<file path="config.mk">
export PLATFORM = sky130hd
export DESIGN_NAME = layer_sequencer_flat
export DESIGN_NICKNAME = d
export VERILOG_FILES = /design/src/rtl/tpu_ctrl_pkg.sv /design/src/rtl/layer_sequencer_if.sv /design/src/rtl/stage_watchdog.sv /design/src/rtl/layer_sequencer.sv /design/src/flat_wrapper.sv
export SDC_FILE = /design/constraint.sdc
export NUM_CORES = 1
export LEC_CHECK = 0
export CORE_ASPECT_RATIO = 1.4
export CORE_UTILIZATION = 55
export CTS_CLUSTER_SIZE = 24
export DETAILED_ROUTE_END_ITERATION = 8
export PLACE_DENSITY_LB_ADDON = 0.05
export SLEW_MARGIN = 15
export SYNTH_ARGS = -nofsm -noshare
export SYNTH_HDL_FRONTEND = slang
export SYNTH_SLANG_ARGS = --single-unit
</file>
<file path="constraint.sdc">
create_clock -name clk -period 2.9 [get_ports clk]
set_input_delay 0.58 -clock clk [delete_from_list [all_inputs] [get_ports clk]]
set_output_delay 0.58 -clock clk [all_outputs]
set_load 0.05 [all_outputs]
</file>
<file path="src/rtl/tpu_ctrl_pkg.sv">
// Shared controller definitions: state encoding, default widths, stage ordering helper.
// Latency: none (types, constants and a pure function only).
// Backpressure: not applicable.
package tpu_ctrl_pkg;

   localparam int DEF_TILE_W = 8;
   localparam int DEF_TMO_W  = 16;
   localparam int STATE_W    = 3;

   typedef enum logic [STATE_W-1:0] {
      S_IDLE   = 3'd0,
      S_MATMUL = 3'd1,
      S_NORM   = 3'd2,
      S_POOL   = 3'd3,
      S_NEXT   = 3'd4,
      S_DONE   = 3'd5
   } state_t;

   // Stage that follows cur, skipping bypassed norm/pool stages.
   function automatic state_t next_stage(input state_t cur, input logic en_norm, input logic en_pool);
      state_t nxt;
      nxt = S_NEXT;
      if (cur == S_MATMUL) begin
         if (en_norm)      nxt = S_NORM;
         else if (en_pool) nxt = S_POOL;
      end else if (cur == S_NORM) begin
         if (en_pool)      nxt = S_POOL;
      end
      return nxt;
   endfunction

endpackage

</file>
<file path="src/rtl/layer_sequencer_if.sv">
// Host/datapath handshake bundle of the layer sequencer: launch config, stage start/done, status.
// Latency: none (wiring only).
// Backpressure: stage starts are levels held until the matching done is seen.
interface layer_sequencer_if
   import tpu_ctrl_pkg::*;
#(
   parameter int TILE_W = DEF_TILE_W
);
   logic              start;
   logic [TILE_W-1:0] num_tiles;
   logic              enable_norm;
   logic              enable_pool;
   logic              done_mat_mul;
   logic              done_norm;
   logic              done_pool;
   logic              start_mat_mul;
   logic              start_norm;
   logic              start_pool;
   logic [TILE_W-1:0] tile_idx;
   logic              busy;
   logic              done;
   logic              error;

   // Host and datapath side: drives launch/config and the units' done flags.
   modport master (
      output start, num_tiles, enable_norm, enable_pool,
      output done_mat_mul, done_norm, done_pool,
      input  start_mat_mul, start_norm, start_pool, tile_idx, busy, done, error
   );

   // Sequencer side.
   modport slave (
      input  start, num_tiles, enable_norm, enable_pool,
      input  done_mat_mul, done_norm, done_pool,
      output start_mat_mul, start_norm, start_pool, tile_idx, busy, done, error
   );
endinterface

</file>
<file path="src/rtl/stage_watchdog.sv">
// Per-stage stall counter: cleared on stage entry, counts cycles the stage's done is low.
// Latency: expired_o is combinational, high during the cycle whose count brings the counter to all-ones.
// Backpressure: none; the sequencer decides what to do when it expires.
module stage_watchdog
   import tpu_ctrl_pkg::*;
#(
   parameter int TMO_W = DEF_TMO_W
) (
   input  logic clk,
   input  logic reset,
   input  logic clear_i,
   input  logic inc_i,
   output logic expired_o
);
   localparam logic [TMO_W-1:0] LAST_OK = {TMO_W{1'b1}} - TMO_W'(1);

   logic [TMO_W-1:0] cnt_q, cnt_d;

   // Expiry fires on the increment that makes the counter all-ones, so the
   // stage is aborted exactly 2^TMO_W-1 stalled cycles after entry.
   assign expired_o = inc_i && (cnt_q == LAST_OK);

   // Next count: clear wins, otherwise count stalled cycles.
   always_comb begin
      cnt_d = cnt_q;
      if (clear_i)    cnt_d = '0;
      else if (inc_i) cnt_d = cnt_q + TMO_W'(1);
   end

   // Counter register.
   always_ff @(posedge clk) begin
      if (reset) cnt_q <= '0;
      else       cnt_q <= cnt_d;
   end
endmodule

</file>
<file path="src/rtl/layer_sequencer.sv">
// Layer scheduler: per tile runs matmul, then optional norm and pool, over start/done handshakes.
// Latency: launch->start_mat_mul 1 cycle, stage->stage 1 cycle, NEXT 1 cycle per tile, done the cycle after NEXT.
// Backpressure: each stage waits on its own done; start while busy is dropped; watchdog aborts a stalled stage.
module layer_sequencer
   import tpu_ctrl_pkg::*;
#(
   parameter int TILE_W = DEF_TILE_W,
   parameter int TMO_W  = DEF_TMO_W
) (
   input  logic             clk,
   input  logic             reset,
   layer_sequencer_if.slave bus
);
   state_t            state_q, state_d;
   logic [TILE_W-1:0] tile_idx_q, tile_idx_d;
   logic [TILE_W-1:0] num_tiles_q, num_tiles_d;
   logic              en_norm_q, en_norm_d;
   logic              en_pool_q, en_pool_d;
   logic              error_q, error_d;
   logic              start_mat_mul_q, start_norm_q, start_pool_q;
   logic              busy_q, done_q;
   logic              in_stage, stage_done, last_tile;
   logic              wd_clear, wd_inc, wd_expired;

   // Only the active stage's done is looked at; the others are ignored.
   assign stage_done = ((state_q == S_MATMUL) && bus.done_mat_mul) ||
                       ((state_q == S_NORM)   && bus.done_norm)    ||
                       ((state_q == S_POOL)   && bus.done_pool);
   assign in_stage   = (state_q == S_MATMUL) || (state_q == S_NORM) || (state_q == S_POOL);
   // An empty layer passes through NEXT once, so it also counts as the last tile.
   assign last_tile  = (num_tiles_q == '0) || (tile_idx_q == num_tiles_q - TILE_W'(1));

   assign wd_inc   = in_stage && !stage_done;
   assign wd_clear = (state_d != state_q) &&
                     ((state_d == S_MATMUL) || (state_d == S_NORM) || (state_d == S_POOL));

   stage_watchdog #(.TMO_W(TMO_W)) u_watchdog (
      .clk       (clk),
      .reset     (reset),
      .clear_i   (wd_clear),
      .inc_i     (wd_inc),
      .expired_o (wd_expired)
   );

   // Next-state logic: launch/config latch, stage walk with bypass, tile loop, watchdog abort.
   always_comb begin
      state_d     = state_q;
      tile_idx_d  = tile_idx_q;
      num_tiles_d = num_tiles_q;
      en_norm_d   = en_norm_q;
      en_pool_d   = en_pool_q;
      error_d     = error_q;
      unique case (state_q)
         S_IDLE: begin
            if (bus.start) begin
               num_tiles_d = bus.num_tiles;
               en_norm_d   = bus.enable_norm;
               en_pool_d   = bus.enable_pool;
               tile_idx_d  = '0;
               error_d     = 1'b0;
               // Zero tiles skip the datapath; NEXT then routes straight to DONE.
               state_d     = (bus.num_tiles == '0) ? S_NEXT : S_MATMUL;
            end
         end
         S_MATMUL, S_NORM, S_POOL: begin
            if (stage_done) begin
               state_d = next_stage(state_q, en_norm_q, en_pool_q);
            end else if (wd_expired) begin
               error_d = 1'b1;
               state_d = S_IDLE;
            end
         end
         S_NEXT: begin
            if (last_tile) begin
               state_d = S_DONE;
            end else begin
               tile_idx_d = tile_idx_q + TILE_W'(1);
               state_d    = S_MATMUL;
            end
         end
         S_DONE:  state_d = S_IDLE;
         default: state_d = S_IDLE;
      endcase
   end

   // State, config and registered outputs; outputs are decoded from the next state.
   always_ff @(posedge clk) begin
      if (reset) begin
         state_q         <= S_IDLE;
         tile_idx_q      <= '0;
         num_tiles_q     <= '0;
         en_norm_q       <= 1'b0;
         en_pool_q       <= 1'b0;
         error_q         <= 1'b0;
         start_mat_mul_q <= 1'b0;
         start_norm_q    <= 1'b0;
         start_pool_q    <= 1'b0;
         busy_q          <= 1'b0;
         done_q          <= 1'b0;
      end else begin
         state_q         <= state_d;
         tile_idx_q      <= tile_idx_d;
         num_tiles_q     <= num_tiles_d;
         en_norm_q       <= en_norm_d;
         en_pool_q       <= en_pool_d;
         error_q         <= error_d;
         start_mat_mul_q <= (state_d == S_MATMUL);
         start_norm_q    <= (state_d == S_NORM);
         start_pool_q    <= (state_d == S_POOL);
         busy_q          <= (state_d != S_IDLE);
         done_q          <= (state_d == S_DONE);
      end
   end

   assign bus.start_mat_mul = start_mat_mul_q;
   assign bus.start_norm    = start_norm_q;
   assign bus.start_pool    = start_pool_q;
   assign bus.tile_idx      = tile_idx_q;
   assign bus.busy          = busy_q;
   assign bus.done          = done_q;
   assign bus.error         = error_q;
endmodule

</file>
<file path="src/flat_wrapper.sv">
// flat-port wrapper written by rule: the top's interface ports become plain ports
module layer_sequencer_flat import tpu_ctrl_pkg::*;
#(
   parameter int TILE_W = DEF_TILE_W,
   parameter int TMO_W  = DEF_TMO_W
)
  (clk, reset, bus_start, bus_num_tiles, bus_enable_norm, bus_enable_pool, bus_done_mat_mul, bus_done_norm, bus_done_pool, bus_start_mat_mul, bus_start_norm, bus_start_pool, bus_tile_idx, bus_busy, bus_done, bus_error);
  layer_sequencer_if #(.TILE_W(TILE_W)) bus_i ();
  input  logic clk;
  input  logic reset;
  input wire logic [$bits(bus_i.start)-1:0] bus_start;
  input wire logic [$bits(bus_i.num_tiles)-1:0] bus_num_tiles;
  input wire logic [$bits(bus_i.enable_norm)-1:0] bus_enable_norm;
  input wire logic [$bits(bus_i.enable_pool)-1:0] bus_enable_pool;
  input wire logic [$bits(bus_i.done_mat_mul)-1:0] bus_done_mat_mul;
  input wire logic [$bits(bus_i.done_norm)-1:0] bus_done_norm;
  input wire logic [$bits(bus_i.done_pool)-1:0] bus_done_pool;
  output wire logic [$bits(bus_i.start_mat_mul)-1:0] bus_start_mat_mul;
  output wire logic [$bits(bus_i.start_norm)-1:0] bus_start_norm;
  output wire logic [$bits(bus_i.start_pool)-1:0] bus_start_pool;
  output wire logic [$bits(bus_i.tile_idx)-1:0] bus_tile_idx;
  output wire logic [$bits(bus_i.busy)-1:0] bus_busy;
  output wire logic [$bits(bus_i.done)-1:0] bus_done;
  output wire logic [$bits(bus_i.error)-1:0] bus_error;
  assign bus_i.start = bus_start;
  assign bus_i.num_tiles = bus_num_tiles;
  assign bus_i.enable_norm = bus_enable_norm;
  assign bus_i.enable_pool = bus_enable_pool;
  assign bus_i.done_mat_mul = bus_done_mat_mul;
  assign bus_i.done_norm = bus_done_norm;
  assign bus_i.done_pool = bus_done_pool;
  assign bus_start_mat_mul = bus_i.start_mat_mul;
  assign bus_start_norm = bus_i.start_norm;
  assign bus_start_pool = bus_i.start_pool;
  assign bus_tile_idx = bus_i.tile_idx;
  assign bus_busy = bus_i.busy;
  assign bus_done = bus_i.done;
  assign bus_error = bus_i.error;
  layer_sequencer #(.TILE_W(TILE_W), .TMO_W(TMO_W)) u_core (.clk(clk), .reset(reset), .bus(bus_i));
endmodule
</file>
==> results of run 1 <==
[worst max-delay path, cell delays in order, from the launching register on]
cell and delay, ns:
dfxtp_1 0.45, inv_1 0.10, ha_1 0.29, xnor2_1 0.16
and4b_1 0.18, a41oi_1 0.16, nand2_1 0.19, a21oi_1 0.54
mux2_2 0.40, nor2_1 0.08
[per-layer routing]
metal,part of all wire,vias up,routed length (um),track usage
li1,-,1072,-,-
met4,0.018,0,93,0.0929
met1,0.41,990,2070,0.267
met5,0,-,0,0
met3,0.024,9,122,0.0483
met2,0.54,34,2740,0.455
[layout by cell type, fill, tap and decap left out, drive strengths merged, types with 2 or more instances in the layout]
| cell type | count |
|---|---|
| and4b | 2 |
| or4 | 2 |
| or2 | 2 |
| dfxtp | 43 |
| nand3 | 5 |
| a21boi | 2 |
| xor2 | 13 |
| mux2i | 4 |
| ha | 5 |
| a21oi | 19 |
| a21o | 2 |
| buf | 9 |
| or3 | 2 |
| nor4 | 3 |
| clkdlybuf4s50 | 29 |
| nand2b | 5 |
| nand4 | 9 |
| a31oi | 3 |
| o21ai | 7 |
| inv | 7 |
| a31o | 2 |
| nor3b | 2 |
| clkbuf | 7 |
| and2 | 3 |
| a211oi | 6 |
| xnor2 | 14 |
| nor3 | 25 |
| nand3b | 3 |
| nor2 | 23 |
| nand2 | 46 |
| and3 | 3 |
[power groups by stage]
stage / combinational [W] / clock (W) / sequential (W)
2_1_floorplan: 0.000183 / 0 / 0.000656
3_3_place_gp: 0.000263 / 0 / 0.000651
3_5_place_dp: 0.000265 / 0 / 0.000651
4_1_cts: 0.000266 / 0.000377 / 0.000637
5_1_grt: 0.000294 / 0.000408 / 0.000641
6_report: 0.000264 / 0.000365 / 0.000638
[worst paths after layout]
path	startpoint	end	slack, ns	cells past startpoint
setup reg to reg	u_core.num_tiles_q[1]	u_core.bus.tile_idx[0]	0.30	9
hold reg to reg	u_core.bus.error	u_core.bus.error	0.49	2
setup / recovery	u_core.num_tiles_q[1]	u_core.bus.tile_idx[0]	0.30	9
hold / removal	u_core.bus.error	u_core.bus.error	0.49	2
[metrics by stage]
step / hold slack [ns] / power, W
after floorplan: 0.463 / 0.000838
after global routing: 0.521 / 0.00134
after global placement: 0.466 / 0.000914
final: 0.488 / 0.00127
after detailed placement: 0.470 / 0.000916
after CTS: 0.482 / 0.00128
[flip-flops by register name (all words and copies together), names as in the netlist]
name / count
u_core.bus.busy: 1
u_core.state_q: 3
u_core.bus.start_norm: 1
u_core.bus.start_mat_mul: 1
u_core.bus.done: 1
u_core.bus.error: 1
u_core.bus.tile_idx: 8
u_core.num_tiles_q: 8
u_core.u_watchdog.cnt_q: 16
u_core.en_pool_q: 1
u_core.en_norm_q: 1
u_core.bus.start_pool: 1
[layout make-up]
class,instances,share of cell area
Multi-Input combinational cell,224,0.512
Sequential cell,43,0.304
Timing Repair Buffer,38,0.126
Clock buffer,7,0.0269
Tap cell,45,0.0199
Inverter,7,0.00927
Clock inverter,1,0.00177
[logic make-up (layout without fill, tap and decap cells)]
group / count (synthesis) / after routing / share of synthesized area
adder cells (fa/ha/maj): 5 / 5 / 0.0260
flip-flops: 43 / 43 / 0.358
buffers and inverters: 21 / 53 / 0.0375
AND/OR/NAND/NOR: 140 / 140 / 0.321
multiplexers: 5 / 5 / 0.0214
XOR/XNOR: 27 / 27 / 0.0984
AO/OA/AOI/OAI: 47 / 47 / 0.137
==> impl_results.md, run 1 <==
- Status: finished, violations left
- Failing checks: DRC
- Fin crit period: 2.60 ns
- Warnings from Yosys: 0
- Post-CTS resize count: 0
- Pwr Density: 447 nW/um^2
- Total CTS buffers: 5
- Net Sw Power: 0.000375 W
- Clock network power share: 0.288
- Cell leakage power: 1.02 nW
- DR pass1 iterations: 8
- Core Box Area: 4200 um^2
- Global-route wire length before repair: 8820 um
- Max Transition Viols Final: 0
- Worst-case clock skew: 0.00575 ns
- Cell variety after synth: 50
- Worst-path clk slew: 0.08 ns
- Hold Path Class: flop to flop
- Sum Neg Setup Slack: 0 ns
- Num ports: 30
- Rel. slew slack: 0.588
- Pre-CTS WS: -0.00303 ns
- Top cells by area, synth: dfxtp_1 36%, nand2_1 7.0%, xnor2_1 5.1%
- Total grt overflow: 0
- Die X: 57.9 um
- Ys async rst share: 0
- Max-Cap Viols: 0
- GPL Wtd Cong: 0.903
- Mapped Area: 2400 um^2
- Crit Path Category: flop to flop
- DRT Wirelength: 5030 um
- Crit. End Element: flop
- Prevailing post-synth register cell: dfxtp_1
- Critical Path AT: 2.84 ns
- CP Max Fanout: 8
- Footprint of the multi-input gates: 1450 um^2
- Drc violations: 2
- Placed Area: 2750 um^2
- Placed cells: 357
- Vias/cell: 5.77
- Cells after Synth: 288
- Final hold vios: 0
- Worst slew pin tran: 0.618 ns
- Syn Area/Cell: 8.34 um^2
- Register area share after synthesis: 0.358
- Post-CTS setup buffers: 0
- Biggest area consumer among synthesized cells: dfxtp_1
- Row cnt: 28
- RSZ-0062 raised after global routing: no
- Vias in the first global route: 2010
- Port buffer count: 29
- CTS tree: built
- Average wire per standard cell: 13.8 um
- Initial antenna violation count: 0
- Clock Sinks: 43
- Combinational share of power: 0.208
- First DRT Iteration DRCs: 85
- Root Driver: clkbuf_8
- Layout cells sized above 1: 0.119
- Post-route design area: 2830 um^2
- Fin crit share: 0.898
- Routed Antenna Nets: 0
- Sw frac: 0.296
- Top post-synthesis cells by count: 45 x nand2_1, 43 x dfxtp_1, 23 x nor2_1
- Sequential Power Share: 0.504
- Total Routing Usage GR: 0.245
- Worst-Skew Late Latency: 0.30 ns
- EDFF count, synth: 0
- Synthesized Nets: 309
- Pin count of the biggest net entering global routing: 24
- DR vias: 2105
- # H-tree levels: 2
- Fillers: 368
- P&R area growth vs syn: 18.0%
- Finish-stage setup viols: 0
- Internal: 0.000891 W
- Register area: 861 um^2
- CTS Hold Bufs: 0
- Layout Utilization: 0.674
- Startpoint types: flop
- Diode count: 0
- Die area: 4640 um^2
- Die H: 80.2 um
- Setup WS post-layout: 0.297 ns
- Maximum buffer depth of the clock tree: 2
- Final #Nets: 340
- Share of the synthesized area in the top cell type: 0.358
- HPWL after DPL: 3720 um
- Most numerous cell in the Yosys netlist: nand2_1
- VDD IR max: 236 uV
- WP data required: 3.14 ns
- Synthesis-stage register bit count: 43
- F_max: 0.384 GHz
- Initial core utilization: 0.571
- Fin cells: 365
No activity file was read; power rests on OpenSTA's default activity.
==> run 2: changes to the inputs <==
- CTS_CLUSTER_DIAMETER: not set -> 150
- SLEW_MARGIN: 15 -> 0
==> results of run 2 <==
No change in the layout: final DEF, timing and power equal those of run 1.
==> run 3: changes to the inputs <==
--- a/config.mk
+++ b/config.mk
@@ -15,3 +15,4 @@
 export SYNTH_ARGS = -nofsm -noshare
 export SYNTH_HDL_FRONTEND = slang
+export SYNTH_HIERARCHICAL = 1
 export SYNTH_SLANG_ARGS = --single-unit
==> constraint.sdc (replaced) <==
create_clock -name clk -period 2.9 [get_ports clk]
set_input_delay 0.58 -clock clk [delete_from_list [all_inputs] [get_ports clk]]
set_output_delay 0.58 -clock clk [all_outputs]
set_load 0.1 [all_outputs]
==> run 3 against run 2 <==
Compared with the run above:
- the run now ends clean
- die area fell by 3.2%
- combinational power fell by 3%
- worst hold slack got worse by 0.018 ns
- total power barely moved
- non-clock buffer count rose by 11
- synthesized area fell by 3.3%
- routed wire length rose by 7.0%
==> impl_results.md, run 3 <==
- Fillers: 343 (-6.8%)
- DRT Wirelength: 5380 um (+7.0%)
- Min-delay src: u_core/en_pool_q
- Max-Cap Viols: 0 (unchanged)
- Hold Path Class: flop to flop
- Max FFs per register: 16 (unchanged)
- Critical Path AT: 3.04 ns (+0.20 ns)
- Cells after Synth: 283 (-1.7%)
- Average wire per standard cell: 14.5 um (+5.3%)
- Diode count: 0 (unchanged)
- Max incr delay on CP: 0.52 ns (-0.02 ns)
- VDD IR max: 341 uV (+45%)
- Row cnt: 27 (-3.6%)
- Finish-stage setup viols: 0 (unchanged)
- Total Routing Usage GR: 0.255 (+0.0101)
- Drc violations: 0 (-2)
- Maximum buffer depth of the clock tree: 2 (unchanged)
- CTS tree: built
- Mapped Area: 2320 um^2 (-3.3%)
- Root Driver: clkbuf_8
- Syn Area/Cell: 8.21 um^2 (-1.6%)
- Bufs and invs on worst path: 1 (unchanged)
- Global-route wire length before repair: 9070 um (+2.9%)
- Crit. End Element: flop
- Worst R2R Start: u_core/num_tiles_q[1]
- Status: completed
- F_max: 0.354 GHz (-7.8%)
- Startpoint types: flop
- CP max-delay cell: or4_4
- Top cells by area, synth: dfxtp_1 37%, nand2_1 6.5%, a21oi_1 5.4%
- Reg2Reg Depth: 10 (+1)
- R2R setup slack: 0.08 ns (-0.22 ns)
- Worst-path clk slew: 0.08 ns (about the same)
- Crit path top cell by count: a31oi_1
- Ys async rst share: 0 (unchanged)
- Routed Antenna Nets: 0 (unchanged)
- Total grt overflow: 0 (unchanged)
- Vias in the first global route: 2138 (+6.4%)
- Synthesized Nets: 303 (-1.9%)
- Synthesis-stage register bit count: 43 (unchanged)
- Worst-case clock skew: 0.00847 ns (+0.00272 ns)
- Worst slew pin tran: 0.483 ns (-0.135 ns)
- Register area: 871 um^2 (+1.2%)
- Warnings from Yosys: 6 (+6)
- Die H: 78.9 um (-1.6%)
- # H-tree levels: 2 (unchanged)
- DR pass1 iterations: 4 (-4)
- Port buffer count: 29 (unchanged)
- Vias/cell: 6.09 (+5.6%)
- Register area share after synthesis: 0.371 (+0.0124)
- Initial antenna violation count: 0 (unchanged)
- Core Box Area: 3990 um^2 (-5.2%)
- Pwr Density: 446 nW/um^2 (-0.11%)
- Worst-Skew Late Latency: 0.29 ns (about the same)
- Commonest non-fill, non-tap cell in the layout: nand2_1
- Die area: 4490 um^2 (-3.2%)
- Final hold vios: 0 (unchanged)
- Cell variety after synth: 54 (+8.0%)
- Cell leakage power: 1.06 nW (+3.5%)
- P&R area growth vs syn: 22.3%
- CP delay by family, top: simple AND/OR/NAND/NOR gates
- Total CTS buffers: 5 (unchanged)
- Reg2reg end: u_core/u_watchdog/cnt_q[9]
- WP data required: 3.12 ns (-0.02 ns)
- Die X: 56.9 um (-1.6%)
- CTS Hold Bufs: 0 (unchanged)
- Top post-synthesis cells by count: 43 x dfxtp_1, 40 x nand2_1, 25 x a21oi_1
- Share of the synthesized area in the top cell type: 0.371 (+0.0124)
- EDFF count, synth: 0 (unchanged)
- Clock Sinks: 43 (unchanged)
- Most numerous cell in the Yosys netlist: dfxtp_1
- Crit Path Category: flop to flop
- First DRT Iteration DRCs: 97 (+14%)
- Layout Utilization: 0.712 (+0.0381)
- Prevailing post-synth register cell: dfxtp_1
- Max Transition Viols Final: 0 (unchanged)
- RSZ-0062 raised after global routing: yes
- Hold Path End: u_core/en_pool_q
- Sum Neg Setup Slack: 0 ns (unchanged)
- Most frequent cells in the layout: 40 x nand2_1, 39 x dfxtp_1, 33 x buf_4
- Fin crit period: 2.82 ns (+0.221 ns)
- Layout cells sized above 1: 0.180 (+0.0611)
- Pin count of the biggest net entering global routing: 20 (-17%)
- CP Max Fanout: 4 (-4)
- DR vias: 2260 (+7.4%)
- Worst path cell trace: or4_4 > or4b_1 > a31oi_1 > nor3_2 > o21ai_2 > a31oi_1 > and3_4 > buf_6 > or3_1 > mux2i_1
- Final #Nets: 348 (+2.4%)
- GPL Wtd Cong: 0.852 (-5.6%)
- Num ports: 30 (unchanged)
- Fin crit share: 0.974 (+0.0764)
- Initial core utilization: 0.583 (+0.0111)
- Biggest area consumer among synthesized cells: dfxtp_1
- Rel. slew slack: 0.670 (+0.0820)
- Footprint of the multi-input gates: 1390 um^2 (-4.1%)
- HPWL after DPL: 3980 um (+7.2%)
- Most flops, register: u_core/u_watchdog/cnt_q
- Hold path depth: 2 (unchanged)
==> run 3: cell count changes after synthesis, moves of 6 or more <==
| cell | change |
|---|---|
| nor3_2 | -9 |
| or3_1 | +8 |
| nor3_1 | -10 |
| nor4_1 | +6 |
| a21oi_1 | +6 |
| o31ai_1 | +7 |
| xnor2_1 | -9 |
==> run 3: what timing repair did <==
item | 4_1_cts | 5_1_grt
pin swaps | 6 | 9
setup endpoints to repair | 5 | 6
setup buffers | 3 | 1
gates resized for setup | 5 | 3
gates cloned | 0 | 0
==> run 3: where the power goes <==
group,switching (W),leakage [nW],internal (W)
clock network,0.000197,0.0470,0.000187
logic,0.000140,0.661,0.000117
registers,0.0000205,0.351,0.000606
==> run 3: layout make-up <==
cell class | instances | share of cell area
clock buffer | 6 | 0.0291
inverter | 7 | 0.00926
sequential | 43 | 0.307
multi-input combinational | 222 | 0.490
clock inverter | 1 | 0.00176
tap | 43 | 0.0190
timing repair buffer | 49 | 0.144
==> run 3: metrics by stage <==
step / std cells / area (um^2) / setup WS, ns / hold slack, ns / total power [W]
global route: 371 / 2840 / -0.0544 / 0.505 / 0.00133
global placement: 360 / 2700 / 0.0475 / 0.455 / 0.000873
finish: 371 / 2840 / 0.0755 / 0.470 / 0.00127
detailed placement: 360 / 2700 / -0.0219 / 0.458 / 0.000878
CTS: 370 / 2820 / 0.00336 / 0.471 / 0.00127
floorplan: 283 / 2320 / 0.0103 / 0.439 / 0.000796
==> run 3: kinds of logic (layout without fill, tap and decap cells) <==
family / after synthesis / in the layout / share of synthesized area
multiplexers: 9 / 9 / 0.0388
AND/OR/NAND/NOR: 135 / 135 / 0.322
AO/OA/AOI/OAI: 61 / 61 / 0.164
buffers and inverters: 18 / 63 / 0.0345
flip-flops: 43 / 43 / 0.371
adder cells (fa/ha/maj): 4 / 4 / 0.0216
XOR/XNOR: 13 / 13 / 0.0490
==> run 3: worst max path at each step <==
stage                            from                           to  slack (ns)  cells past startpoint
6_report        u_core/num_tiles_q[1]   u_core/u_watchdog/cnt_q[9]        0.08                     10
5_1_grt         u_core/num_tiles_q[1]   u_core/u_watchdog/cnt_q[9]       -0.05                     10
4_1_cts         u_core/num_tiles_q[1]   u_core/u_watchdog/cnt_q[9]       0.003                     10
3_5_place_dp    u_core/num_tiles_q[0]   u_core/u_watchdog/cnt_q[1]       -0.02                      9
3_3_place_gp    u_core/num_tiles_q[0]   u_core/u_watchdog/cnt_q[1]        0.05                      9
2_1_floorplan  u_core/bus.tile_idx[4]  u_core/u_watchdog/cnt_q[10]        0.01                      9
==> run 3: per-layer routing <==
metal  vias up  track usage  wire [um]
met1      1078        0.280       2240
met2        41        0.473       2920
met3        11       0.0342        125
li1       1130            -          -
met5         -            0          0
met4         0        0.122         97
==> run 3: tightest hold or removal path, cell delays in order, from the launching register on <==
cell and delay [ns]:
dfxtp_1 0.32, nand2_1 0.05, a21oi_1 0.05
